File: src/rtl/d8_pipeline_ctrl.sv
// d8_pipeline_ctrl: hazard, stall, flush and forwarding control for a 4-stage IF/ID/EX/WB pipeline.
// Latency: enables, flush, nop and forward selects are combinational from inputs and registered state (0 cycles).
// Backpressure: mem_busy freezes every stage; define D8_PIPELINE_CTRL_FWD_EN to forward register matches instead of stalling.
module d8_pipeline_ctrl #(
    parameter int STALL_MAX = 15
) (
    input  logic       sys_clk,
    input  logic       sys_rst,
    input  logic       id_valid,
    input  logic       id_b_rd,
    input  logic       id_c_rd,
    input  logic [7:0] id_b,
    input  logic [7:0] id_c,
    input  logic       ex_wr,
    input  logic       wb_wr,
    input  logic [7:0] ex_dst,
    input  logic [7:0] wb_dst,
    input  logic       mem_busy,
    input  logic       br_taken,
    output logic       en_if,
    output logic       en_id,
    output logic       en_ex,
    output logic       en_wb,
    output logic       flush_id,
    output logic       nop_ex,
    output logic [1:0] fwd_b,
    output logic [1:0] fwd_c,
    output logic [1:0] state,
    output logic [3:0] stall_cnt,
    output logic       stall_ovf
);

    typedef enum logic [1:0] {
        RUN   = 2'b00,
        HAZ   = 2'b01,
        MEM   = 2'b10,
        FLUSH = 2'b11
    } state_t;

    localparam logic [3:0] CNT_SAT = 4'(STALL_MAX);

    state_t     cur_st;
    state_t     nxt_st;
    logic [3:0] cnt_nxt;
    logic       b_ex;
    logic       b_wb;
    logic       c_ex;
    logic       c_wb;
    logic       b_dep;
    logic       c_dep;
    logic       hazard;
    logic [1:0] fwd_b_sel;
    logic [1:0] fwd_c_sel;

    // Register index 0 is an ordinary register here; no zero-register exemption.
    assign b_ex  = ex_wr && (id_b == ex_dst);
    assign b_wb  = wb_wr && (id_b == wb_dst);
    assign c_ex  = ex_wr && (id_c == ex_dst);
    assign c_wb  = wb_wr && (id_c == wb_dst);
    assign b_dep = id_valid && id_b_rd && (b_ex || b_wb);
    assign c_dep = id_valid && id_c_rd && (c_ex || c_wb);

`ifdef D8_PIPELINE_CTRL_FWD_EN
    // The younger EX result wins over WB when both write the same register.
    assign hazard    = 1'b0;
    assign fwd_b_sel = !b_dep ? 2'b00 : (b_ex ? 2'b01 : 2'b10);
    assign fwd_c_sel = !c_dep ? 2'b00 : (c_ex ? 2'b01 : 2'b10);
`else
    assign hazard    = (cur_st != FLUSH) && (b_dep || c_dep);
    assign fwd_b_sel = 2'b00;
    assign fwd_c_sel = 2'b00;
`endif

    always_comb begin
        en_if    = 1'b1;
        en_id    = 1'b1;
        en_ex    = 1'b1;
        en_wb    = 1'b1;
        flush_id = 1'b0;
        nop_ex   = 1'b0;
        fwd_b    = fwd_b_sel;
        fwd_c    = fwd_c_sel;
        nxt_st   = RUN;
        if (sys_rst) begin
            en_if    = 1'b0;
            en_id    = 1'b0;
            en_ex    = 1'b0;
            en_wb    = 1'b0;
            flush_id = 1'b1;
            nop_ex   = 1'b1;
            fwd_b    = 2'b00;
            fwd_c    = 2'b00;
        end else if (mem_busy) begin
            // A pending branch stays frozen in EX and is serviced once memory frees up.
            en_if  = 1'b0;
            en_id  = 1'b0;
            en_ex  = 1'b0;
            en_wb  = 1'b0;
            nxt_st = MEM;
        end else if (br_taken) begin
            flush_id = 1'b1;
            nop_ex   = 1'b1;
            nxt_st   = FLUSH;
        end else if (hazard) begin
            en_if  = 1'b0;
            en_id  = 1'b0;
            nop_ex = 1'b1;
            nxt_st = HAZ;
        end
    end

    always_comb begin
        cnt_nxt = 4'd0;
        if ((nxt_st == HAZ) || (nxt_st == MEM)) begin
            cnt_nxt = (stall_cnt >= CNT_SAT) ? CNT_SAT : stall_cnt + 4'd1;
        end
    end

    always_ff @(posedge sys_clk or posedge sys_rst) begin
        if (sys_rst) begin
            cur_st    <= RUN;
            stall_cnt <= 4'd0;
            stall_ovf <= 1'b0;
        end else begin
            cur_st    <= nxt_st;
            stall_cnt <= cnt_nxt;
            stall_ovf <= (cnt_nxt == CNT_SAT);
        end
    end

    assign state = cur_st;

endmodule

File: config.mk
export PLATFORM = sky130hd
export DESIGN_NAME = d8_pipeline_ctrl
export DESIGN_NICKNAME = d
export VERILOG_FILES = /design/src/rtl/d8_pipeline_ctrl.sv
export SDC_FILE = /design/constraint.sdc
export NUM_CORES = 1
export LEC_CHECK = 0
export BUFFER_PORTS_ARGS = -buffer_cell sky130_fd_sc_hd__clkbuf_2
export CAP_MARGIN = 20
export CORE_AREA = 2 2 50 52
export DETAILED_ROUTE_END_ITERATION = 8
export DIE_AREA = 0 0 52 54
export GPL_TIMING_DRIVEN = 1
export MAX_ROUTING_LAYER = met4
export PLACE_DENSITY_LB_ADDON = 0.12
export SETUP_SLACK_MARGIN = 0.4
export SLEW_MARGIN = 20
export SYNTH_ARGS = -nofsm -noshare
export SYNTH_HDL_FRONTEND = slang
export SYNTH_SLANG_ARGS = --single-unit
File: constraint.sdc
create_clock -name sys_clk -period 2 [get_ports sys_clk]
set_clock_uncertainty 0.2 [all_clocks]
set_input_delay 0.1 -clock sys_clk [delete_from_list [all_inputs] [get_ports sys_clk]]
set_output_delay 0.1 -clock sys_clk [all_outputs]
set_load 0.03 [all_outputs]
== Word level (Yosys, flattened, before mapping) ==
Cells that the tools add are included.
W data, S select, Z words.

* Input bits: 41
* Flip-flop bits (word level): 7

* $lt $le $gt $ge: 1
* Equal/unequal tests: 8
* Muxes and demuxes: 19
* Reductions and logical operators: 13
* $add $sub $neg: 1

{| class="wikitable"
|+ Operators by type and width
! operator !! number
|-
| $eq A8 B8 Y1 || 4
|-
| $mux W1 || 14
|-
| $logic_and A1 B1 Y1 || 9
|-
| $mux W4 || 2
|-
| $mux W2 || 3
|-
| $add A4 B1 Y4 const B || 1
|-
| $eq A4 B4 Y1 const B || 1
|-
| $ge A4 B4 Y1 const B || 1
|-
| $logic_or A1 B1 Y1 || 4
|-
| $eq A2 B1 Y1 const B || 1
|-
| $eq A2 B2 Y1 const B || 1
|-
| $ne A2 B2 Y1 const B || 1
|}

== Logic depth before layout (Yosys ltp) ==
* Depth in word-level cells: 14
* Gate-level depth with buffers: 6
* Depth with buffers taken out: 5

== Worst setup path after synthesis ==
No wires, ideal clock.

* Path type: input-to-output
* Start point: input port id_b[1]
* End point: output port nop_ex
* Cell stages on the path: 5
* Path buffers: 0
* Arrival: 1.484 ns
* Slack: 0.216 ns
* Cells stage by stage: xnor2_1 > nand4_1 > nor3_2 > nor4_4 > o31ai_1

* Word-level cells in the longest chain between the ends: 10
* Elaborated cells between the ends (all ways): 12
* Classes of those cells: 2 x eq/ne; 4 x mux; 6 x reduce/logical

{| class="wikitable"
|+ RTL lines
! what !! RTL line !! RTL
|-
| from (decl) || 12 || <nowiki>input logic [7:0] id_b,</nowiki>
|-
| $eq A8 B8 Y1 (on tied branches) || 56, 57 ||
|-
| $logic_and A1 B1 Y1 (on tied branches) || 56, 57 ||
|-
| $logic_or A1 B1 Y1 (*) || 60 || <nowiki>assign b_dep = id_valid && id_b_rd && (b_ex || b_wb);</nowiki>
|-
| $logic_and A1 B1 Y1 (*) || 60 ||
|-
| $logic_or A1 B1 Y1 (*) || 69 || <nowiki>assign hazard = (cur_st != FLUSH) && (b_dep || c_dep);</nowiki>
|-
| $logic_and A1 B1 Y1 (*) || 69 ||
|-
| $mux W1 (*) || 104 || <nowiki>end else if (hazard) begin</nowiki>
|-
| $mux W1 (*) || 100 || <nowiki>end else if (br_taken) begin</nowiki>
|-
| $mux W1 (*) || 93 || <nowiki>end else if (mem_busy) begin</nowiki>
|-
| $mux W1 (*) || 84 || <nowiki>if (sys_rst) begin</nowiki>
|-
| to (decl) || 25 || <nowiki>output logic nop_ex,</nowiki>
|}

Every way passes the cells marked *; elsewhere a longest branch is shown, timed or not.

== Final worst setup path ==
* Start point: input port wb_dst[6]
* End point: output port en_if

* Word-level cells in the longest chain between the ends: 10
* Elaborated cells between the ends (all ways): 14
* Classes of those cells: 2 x eq/ne; 4 x mux; 8 x reduce/logical

{| class="wikitable"
|+ RTL lines
! what !! RTL line !! RTL
|-
| from (decl) || 17 || <nowiki>input logic [7:0] wb_dst,</nowiki>
|-
| $eq A8 B8 Y1 (on tied branches) || 57, 59 ||
|-
| $logic_and A1 B1 Y1 (on tied branches) || 57, 59 ||
|-
| $logic_or A1 B1 Y1 (on tied branches) || 60, 61 ||
|-
| $logic_and A1 B1 Y1 (on tied branches) || 60, 61 ||
|-
| $logic_or A1 B1 Y1 (*) || 69 ||
|-
| $logic_and A1 B1 Y1 (*) || 69 ||
|-
| $mux W1 (*) || 104 ||
|-
| $mux W1 (*) || 100 ||
|-
| $mux W1 (*) || 93 ||
|-
| $mux W1 (*) || 84 ||
|-
| to (decl) || 20 || <nowiki>output logic en_if,</nowiki>
|}

Marked as above.

==> run_results.csv <==
group,metric,value,unit
synthesis,synth_flop_cell,"dfrtp_1",
die,die_x,52,µm
run_status,violations,"hold timing",
route,remaining_drc_errors,0,
route,via_per_inst,5.17,
clock_network,clkSinkCount,7,
sta,finalHoldViolCount,2,
clock_network,htreeDepth,1,
route,drt_iter0_markers,11,
die,rows,18,
synthesis,synthTopCellsByCount,"xnor2_1, nand3_1, nand4_1",
clock_network,cts_buffer_depth,2,
flow_run,cap_violations,0,
cells_and_area,ff_latch_area,178,µm²
global_routing,grt_remaining_overflow,0,
synthesis,ys_warn_count,0,
global_routing,antenna_found_initial,0,
sta,setup_viol,0,
die,initial_core_util,37.6,%
global_routing,grt_max_degree,10,
cells_and_area,drive_above_1_share,56.7,%
power,p_leak,0.674,nW
route,dr.pass1.iters,5,
critical_path,worstPathArrival,1.37,ns
synthesis,yosysUniqueCellTypes,26,
synthesis,synth_most_common_cell,"xnor2_1",
cells_and_area,area_delta_synth_final,72.3,%
synthesis,synthTopCellsByArea,"xnor2_1, dfrtp_1, buf_4",
critical_path,crit_chain,"buf_4 > xnor2_2 > nand4_1 > nor3_2 > nor4_4 > o31a_1 > clkbuf_8",
place,portBuffers,53,
place,dp_hpwl,1960,µm
synthesis,synth.top_cell.area_share,33.1,%
route,vias,1003,
cells_and_area,fin_cells,194,
place,dp.cells,183,
synthesis,synth_edf_count,0,
sta,layout_min_cycle_time,1.67,ns
global_routing,grt_usage,18.7,%
synthesis,ys_seq_area_share,20.1,%
power,ir_worst_vdd,0.273,mV
worst_hold_path,hold_class,"primary input to flop",
clock_network,ctsRootBufferMaster,"clkbuf_4",
critical_path,cpMaxStageDelayCell,"o31a_1",
power,cellPowerDensity,374,nW/µm²
critical_path,worstPathRequired,1.70,ns
sta,grt_setup_unrepaired,"true",
die,core,2320,µm²
synthesis,yosys.area.top_type,"xnor2_1",
route,antenna_left,0,
clock_network,cts_tree,"done",
cells_and_area,nFillCells,202,
synthesis,ys_ff_latch,7,
sta,setup_tns,0,ns
critical_path,crit_fanout,3,
sta,hold_ws,-0.00166,ns
place,pre_cts_ws,0.265,ns
place,gp_congestion,0.771,
critical_path,max_stage_delay,0.33,ns
synthesis,syn_area_per_cell,8.32,µm²
run_status,status,"finished, violations left",
route,avgRoutedWirePerCell,13.3,µm
cells_and_area,multi_input_area,826,µm²
clock_network,clk_latency,0.25,ns
clock_network,path_clk_slew,0.05,ns
cells_and_area,finish.utilization,64.9,%
die,num_io_pins,58,
synthesis,netlist_instances,105,
synthesis,netlist_area,873,µm²
power,finalPower,0.563,mW
critical_path,end_kind,"output pin",
global_routing,grt_pass1_vias,993,
critical_path,crit_type,"primary input to output pin",
die,die_h,54,µm
sta,period_share,83.6,%
cells_and_area,antenna_cells,0,
synthesis,async_reset_ff_share,100,%
global_routing,grt_pass1_wl,3860,µm
clock_network,cts-buffers-inserted,3,
critical_path,critical_path.startpoint_type,"primary input",
sta,drv_slew,0,
sta,worst_slack,0.328,ns
route,drt-total-wl,2590,µm
die,die_area,2810,µm²
sta,max_freq,0.598,GHz
cells_and_area,nets,207,
[cell type report]
cell class              count  share of cell area, %
repair buffers             60                   28.3
multi-input cells          90                   54.9
flip-flops and latches      7                   11.8
clock buffers               4                   1.75
well taps                  30                   2.49
inverters                   3                  0.748
[critical path: cells and delay by family]
kind	cells	cell delay [ns]
and+or+nand+nor	3	0.50
AOI/OAI and AO/OA	1	0.33
xor gates and xnor gates	1	0.13
buffers and inverters	2	0.30
[where the power goes]
group | total [mW] | internal [mW] | switching (mW)
logic | 0.282 | 0.144 | 0.138
clock network | 0.131 | 0.0763 | 0.0548
registers | 0.150 | 0.146 | 0.00390
total | 0.563 | 0.367 | 0.197
[stage by stage]
step	area (µm²)	hold slack, ns
after global placement	1150	-0.105
after floorplan	912	-0.281
after global routing	1510	0.0216
after CTS	1250	0.00352
final	1510	-0.00166
after detailed placement	1150	-0.0967
[routing by layer]
metal  part of all wire (%)  vias to the layer above  track usage (%)  wire length (µm)
met5                      0                        -                -                 0
met4                    2.5                        0             9.21                65
met3                    5.6                        8             1.94               144
met2                     57                       46             36.3              1480
met1                     35                      469             18.4               894
li1                       -                      480                -                 -
[cell families (layout without fill, tap and decap cells)]
group,after synthesis,after routing,synth area share (%)
AO/OA/AOI/OAI,14,14,9.89
XOR/XNOR,33,33,33.1
adder cells (fa/ha/maj),1,1,1.43
buffers and inverters,11,67,7.74
flip-flops,7,7,20.1
other,1,4,0.429
AND/OR/NAND/NOR,38,38,27.4
[layout by cell type, fill, tap and decap left out, drive strengths merged]
cell type    netlist  layout
nor3               5       5
o22ai              2       2
xnor2             33      33
nor4               1       1
o31a               1       1
nand2              7       7
nor2               3       3
nand3              8       8
inv                3       3
o31ai              1       1
nand2b             1       1
nand3b             1       1
or3                2       2
ha                 1       1
clkbuf             1      40
dfrtp              7       7
and2               1       1
nor3b              1       1
conb               1       4
nand4              8       8
o21ai              5       5
dlygate4sd3        0       4
buf                7      20
a21o               1       1
o211ai             1       1
a31oi              2       2
a21oi              1       1
[flip-flops by register name, summed over array words and instances (netlist names)]
signal     flops
stall_cnt      4
stall_ovf      1
state          2
[final timing paths]
| check | from | to | slack, ns | cells after the start |
|---|---|---|---|---|
| worst min register to register | state[1] | state[0] | 0.47 | 3 |
| min in group asynchronous | sys_rst | stall_ovf | 0.21 | 3 |
| worst min-delay path | mem_busy | stall_ovf | -0.002 | 3 |
| worst max-delay path | wb_dst[6] | en_if | 0.33 | 7 |
| worst max register to register | stall_cnt[0] | stall_cnt[2] | 0.47 | 5 |
| max in group asynchronous | sys_rst | stall_cnt[1] | 1.13 | 3 |
[timing repair]
| item | CTS | global route |
|---|---|---|
| endpoints found under the hold margin | 9 | 0 |
| hold buffers | 4 | 0 |
| buffers inserted | 2 | 1 |
| cloned | 0 | 0 |
| pin swaps | 6 | 13 |
| gates resized for setup | 5 | 68 |
| endpoints found under the setup margin | 4 | 6 |
No activity file was read; power rests on OpenSTA's default activity.
